## config.mk

```make
export PLATFORM = sky130hd
export DESIGN_NAME = sw_event_decoder
export DESIGN_NICKNAME = d
export VERILOG_FILES = /design/src/rtl/sw_event_decoder.sv
export SDC_FILE = /design/constraint.sdc
export NUM_CORES = 1
export LEC_CHECK = 0
export ABC_CLOCK_PERIOD_IN_PS = 5100
export CAP_MARGIN = 25
export CORE_UTILIZATION = 45
export CTS_BUF_LIST = sky130_fd_sc_hd__clkbuf_4 sky130_fd_sc_hd__clkbuf_8 sky130_fd_sc_hd__clkbuf_16
export CTS_CLUSTER_SIZE = 24
export DETAILED_ROUTE_END_ITERATION = 10
export SLEW_MARGIN = 20
export SYNTH_ARGS = -nofsm -noshare
export SYNTH_HDL_FRONTEND = slang
export SYNTH_SLANG_ARGS = --single-unit
export TNS_END_PERCENT = 1
```

## constraint.sdc

```tcl
create_clock -name clk50m -period 5.1 [get_ports clk50m]
set_input_delay 0.51 -clock clk50m [delete_from_list [all_inputs] [get_ports clk50m]]
set_output_delay 0.51 -clock clk50m [all_outputs]
set_load 0.005 [all_outputs]
```

## src/rtl/sw_event_decoder.sv

```systemverilog
`default_nettype none
// ============================================================================
//  Module   : sw_event_decoder
//  Brief    : Turns debounced press/release pulses into click, double-click
//             and long-press events, delivered through a one-entry
//             valid/ready slot with a sticky overflow flag.
//  Revision : 1.0 - initial release
// ============================================================================
module sw_event_decoder #(
  parameter int CNT_BITS = 26,
  parameter int LONG_CNT = 50_000_000,
  parameter int DBL_CNT  = 15_000_000
) (
  input  logic       clk50m,
  input  logic       rst,
  input  logic       sw_hi,
  input  logic       sw_lo,
  output logic       ev_valid,
  output logic [1:0] ev_code,
  input  logic       ev_ready,
  output logic       ev_overflow,
  output logic       held
);

  typedef enum logic [2:0] {
    S_IDLE   = 3'd0,
    S_PRESS1 = 3'd1,
    S_WAIT2  = 3'd2,
    S_PRESS2 = 3'd3,
    S_LONG   = 3'd4
  } state_t;

  localparam logic [1:0] C_EV_NONE   = 2'b00;
  localparam logic [1:0] C_EV_CLICK  = 2'b01;
  localparam logic [1:0] C_EV_DOUBLE = 2'b10;
  localparam logic [1:0] C_EV_LONG   = 2'b11;

  // Terminal counts: the timeout fires on the cycle the counter sits at N-1.
  localparam logic [CNT_BITS-1:0] C_LONG_LAST = CNT_BITS'(LONG_CNT - 1);
  localparam logic [CNT_BITS-1:0] C_DBL_LAST  = CNT_BITS'(DBL_CNT - 1);
  localparam logic [CNT_BITS-1:0] C_ONE       = CNT_BITS'(1);

  state_t              state_q, state_d;
  logic [CNT_BITS-1:0] cnt_q, cnt_d;
  logic [1:0]          w_issue;
  logic                w_press;
  logic                w_release;

  logic                ev_valid_q;
  logic [1:0]          ev_code_q;
  logic                ev_overflow_q;

  // Simultaneous press and release pulses are contradictory; treat as no input.
  assign w_press   = sw_hi & ~sw_lo;
  assign w_release = sw_lo & ~sw_hi;

  // State and timing counter register.
  always_ff @(posedge clk50m) begin
    if (rst) begin
      state_q <= S_IDLE;
      cnt_q   <= '0;
    end else begin
      state_q <= state_d;
      cnt_q   <= cnt_d;
    end
  end

  // Next-state logic; input pulses take priority over the timeouts.
  always_comb begin
    state_d = state_q;
    cnt_d   = cnt_q;
    w_issue = C_EV_NONE;
    unique case (state_q)
      S_IDLE: begin
        cnt_d = '0;
        if (w_press) state_d = S_PRESS1;
      end
      S_PRESS1: begin
        cnt_d = cnt_q + C_ONE;
        if (w_release) begin
          state_d = S_WAIT2;
          cnt_d   = '0;
        end else if (cnt_q == C_LONG_LAST) begin
          state_d = S_LONG;
          cnt_d   = '0;
          w_issue = C_EV_LONG;
        end
      end
      S_WAIT2: begin
        cnt_d = cnt_q + C_ONE;
        if (w_press) begin
          state_d = S_PRESS2;
          cnt_d   = '0;
        end else if (cnt_q == C_DBL_LAST) begin
          state_d = S_IDLE;
          cnt_d   = '0;
          w_issue = C_EV_CLICK;
        end
      end
      S_PRESS2: begin
        cnt_d = '0;
        if (w_release) begin
          state_d = S_IDLE;
          w_issue = C_EV_DOUBLE;
        end
      end
      S_LONG: begin
        cnt_d = '0;
        if (w_release) state_d = S_IDLE;
      end
      default: begin
        state_d = S_IDLE;
        cnt_d   = '0;
      end
    endcase
  end

  // One-entry event slot: a new event is dropped only if the old one stays unread.
  always_ff @(posedge clk50m) begin
    if (rst) begin
      ev_valid_q    <= 1'b0;
      ev_code_q     <= C_EV_NONE;
      ev_overflow_q <= 1'b0;
    end else if (w_issue != C_EV_NONE) begin
      if (ev_valid_q && !ev_ready) begin
        ev_overflow_q <= 1'b1;
      end else begin
        ev_valid_q <= 1'b1;
        ev_code_q  <= w_issue;
      end
    end else if (ev_valid_q && ev_ready) begin
      ev_valid_q <= 1'b0;
      ev_code_q  <= C_EV_NONE;
    end
  end

  assign ev_valid    = ev_valid_q;
  assign ev_code     = ev_code_q;
  assign ev_overflow = ev_overflow_q;
  assign held        = (state_q == S_PRESS1) || (state_q == S_PRESS2) ||
                       (state_q == S_LONG);

endmodule
`default_nettype wire

```

==> flow_metrics.py <==
metrics = {
    "critical_path": {
        "reg2reg_from": "cnt_q[0]",
        "cp.required_ps": 5280,
        "criticalPathCategory": "reg2reg",
        "worstSetupEndpointType": "flop",
        "worstRegToRegCells": 7,
        "arrival_ps": 2540,
        "r2r-end": "cnt_q[3]",
        "r2r_slack_ps": 2740,
        "start_kind": "flop",
        "cp_max_fo": 26,
    },
    "power_and_ir_drop": {
        "power_uw": 424,
        "peakVddDrop_v": 0.000154,
        "leakagePower_nw": 0.548,
        "power_density_mw_per_mm2": 244,
    },
    "logic_synthesis": {
        "synthArstFlopShare_pct": 0,
        "synth_ff_type": "dfxtp_1",
        "synth_cell_types": 35,
        "synth_nets": 191,
        "synth_seq_cells": 33,
        "synth_edf_count": 0,
        "ys_seq_area_share_pct": 42.0,
        "synthCells": 185,
        "syn_area_per_cell_um2": 8.49,
        "yosysTopAreaCellShare_pct": 42.0,
        "yosysWarnings": 0,
        "ys_top_cells_by_count": "nor2_1, dfxtp_1, nand3_1, xor2_1, xnor2_1",
        "synth.most_common_cell": "nor2_1",
        "synth.area.top_cells": "dfxtp_1, nor2_1, xor2_1",
        "yosysTopAreaCell": "dfxtp_1",
        "syn_area_mm2": 0.00157,
    },
    "timing": {
        "finalMaxSlewViolations": 0,
        "rsz0062_at_grt": "no",
        "fmax_mhz": 424,
        "hold_slack_ps": 469,
        "setup_tns_ps": 0,
        "slew_headroom_pct": 46.0,
        "skew_ps": 6.12,
        "min_period_ps": 2360,
        "final.period_utilization_pct": 46.3,
        "worst_pin_slew_ps": 803,
        "setup_viol": 0,
        "hold_viol_final": 0,
        "fin_ws_ps": 2740,
    },
    "place": {
        "post_dp_cell_area_mm2": 0.00168,
        "pre_cts_ws_ps": 2710,
        "numPortBuffers": 9,
        "dp_hpwl_um": 2120,
        "gp_congestion": 0.854,
        "dp.cells": 234,
    },
    "routing": {
        "totalWireLength_um": 2860,
        "vias": 1252,
        "ant_nets": 0,
        "drt_first_pass_iters": 5,
        "avgRoutedWirePerCell_um": 11.9,
        "viasPerCell": 5.20,
        "detail_route.drc_violations": 0,
        "drt-initial-drc-count": 63,
    },
    "run_status": {
        "status": "finished, final reports clean",
    },
    "final_layout": {
        "layout.nets": 201,
        "fin_util_pct": 52.2,
        "num_antenna_cells": 0,
        "final_cells": 241,
        "fin_area_mm2": 0.00174,
        "syn_to_final_growth_pct": 10.7,
        "drive_above_1_share_pct": 5.64,
    },
    "clocking": {
        "clk_pin_slew_ps": 90,
        "clockRootBuffer": "clkbuf_4",
        "clkLatencyLatePin_ps": 320,
        "clock_path_buffers": 2,
        "cts_tree": "yes",
        "cts.sinks": 33,
        "cts_hold_repair.buffers": 0,
        "htree_levels": 2,
        "cts_resized": 0,
        "cts_buffers": 5,
        "post_cts_buffers": 0,
    },
    "global_routing": {
        "gr-total-overflow": 0,
        "grt_pass1_vias": 1059,
        "grt.total_usage_pct": 17.5,
        "grt_max_degree": 27,
        "antenna_found_initial": 0,
        "grt_pass1_wl_um": 4690,
    },
    "floorplan": {
        "die_x_um": 61.1,
        "die_y_um": 61.1,
        "start_util_pct": 47.1,
        "ioPinCount": 10,
        "coreArea_mm2": 0.00334,
        "rows": 21,
        "dieArea_mm2": 0.00373,
    },
    "min_path": {
        "holdPathStages": 1,
        "worstHoldStart": "cnt_q[0]",
        "min_to": "cnt_q[0]",
        "hold_class": "reg2reg",
    },
    "flow_run": {
        "maxCapViolCount": 0,
    },
}
==> flip-flops by register name, indices dropped and copies added (netlist names) <==
signal       count
ev_code          2
ev_overflow      1
cnt_q           26
ev_valid         1
state_q          3
==> cells in the final DEF, fill, tap and decap left out <==
cell             count
nand3_1             15
clkbuf_8             1
nor2_1              37
o311ai_0             1
o21ai_0              1
ha_1                 1
xnor2_1             11
and4_1               1
a21oi_1              5
nor3_1               6
nand4_2              1
or4_1                1
nor4_1               5
nand4_1              5
a21o_1               2
nand4b_1             1
inv_1                6
o32ai_1              1
o21ai_4              1
dfxtp_1             33
and3_1               3
nor3b_1              1
a211oi_1             2
nand2_1             10
or4_4                1
o31ai_1              1
nand2b_1             3
xor2_1              14
a2111oi_0            1
or3_1                1
nor4_4               1
and2_1               1
clkbuf_4             6
nor2b_1              6
clkdlybuf4s50_1      9
==> area by class of cell <==
type | count | area (um^2)
tap | 46 | 57.6
inverter | 6 | 22.5
clock buffer | 7 | 58.8
fill | 337 | 1600
timing repair buffer | 9 | 90.1
sequential | 33 | 661
multi-input combinational | 140 | 851
==> report_power, final <==
group	switching, mW	internal (mW)	leakage, nW
clock network	0.0789	0.0704	0.0348
logic	0.00776	0.00735	0.247
registers	0.00155	0.258	0.266
==> logic make-up (layout without fill, tap and decap cells) <==
logic type / count (synthesis) / in the layout / synth area share (%)
adders and majority gates: 1 / 1 / 0.796
and+or+nand+nor: 99 / 99 / 32.4
AOI/OAI and AO/OA: 15 / 15 / 7.01
xor gates and xnor gates: 25 / 25 / 13.9
buffers and inverters: 12 / 22 / 3.82
DFF: 33 / 33 / 42.0
==> critical path: stages (launching register included) <==
cell     delay, ps
dfxtp_1        380
ha_1           200
nand3_1        240
nor4_4         340
nand4_1        190
nor2b_1        200
o21ai_4        530
nor2_1         130
==> per-layer routing <==
metal,share of wire (%),GRT usage (%),routed length (um)
met5,0,0,0
met4,0.73,7.79,21
met3,3.8,6.30,108
met2,45,25.3,1280
met1,51,23.4,1450
==> worst max-delay path by stage <==
stage | depth (start not counted) | end | from | slack (ps)
after floorplan | 7 | cnt_q[4] | cnt_q[10] | 3190
after global placement | 7 | cnt_q[15] | sw_lo | 2740
after detailed placement | 7 | cnt_q[2] | sw_lo | 2710
after CTS | 7 | cnt_q[3] | cnt_q[0] | 2730
after global routing | 7 | cnt_q[3] | cnt_q[0] | 2520
final | 7 | cnt_q[3] | cnt_q[0] | 2740
Power figures use the tool's default switching activity.
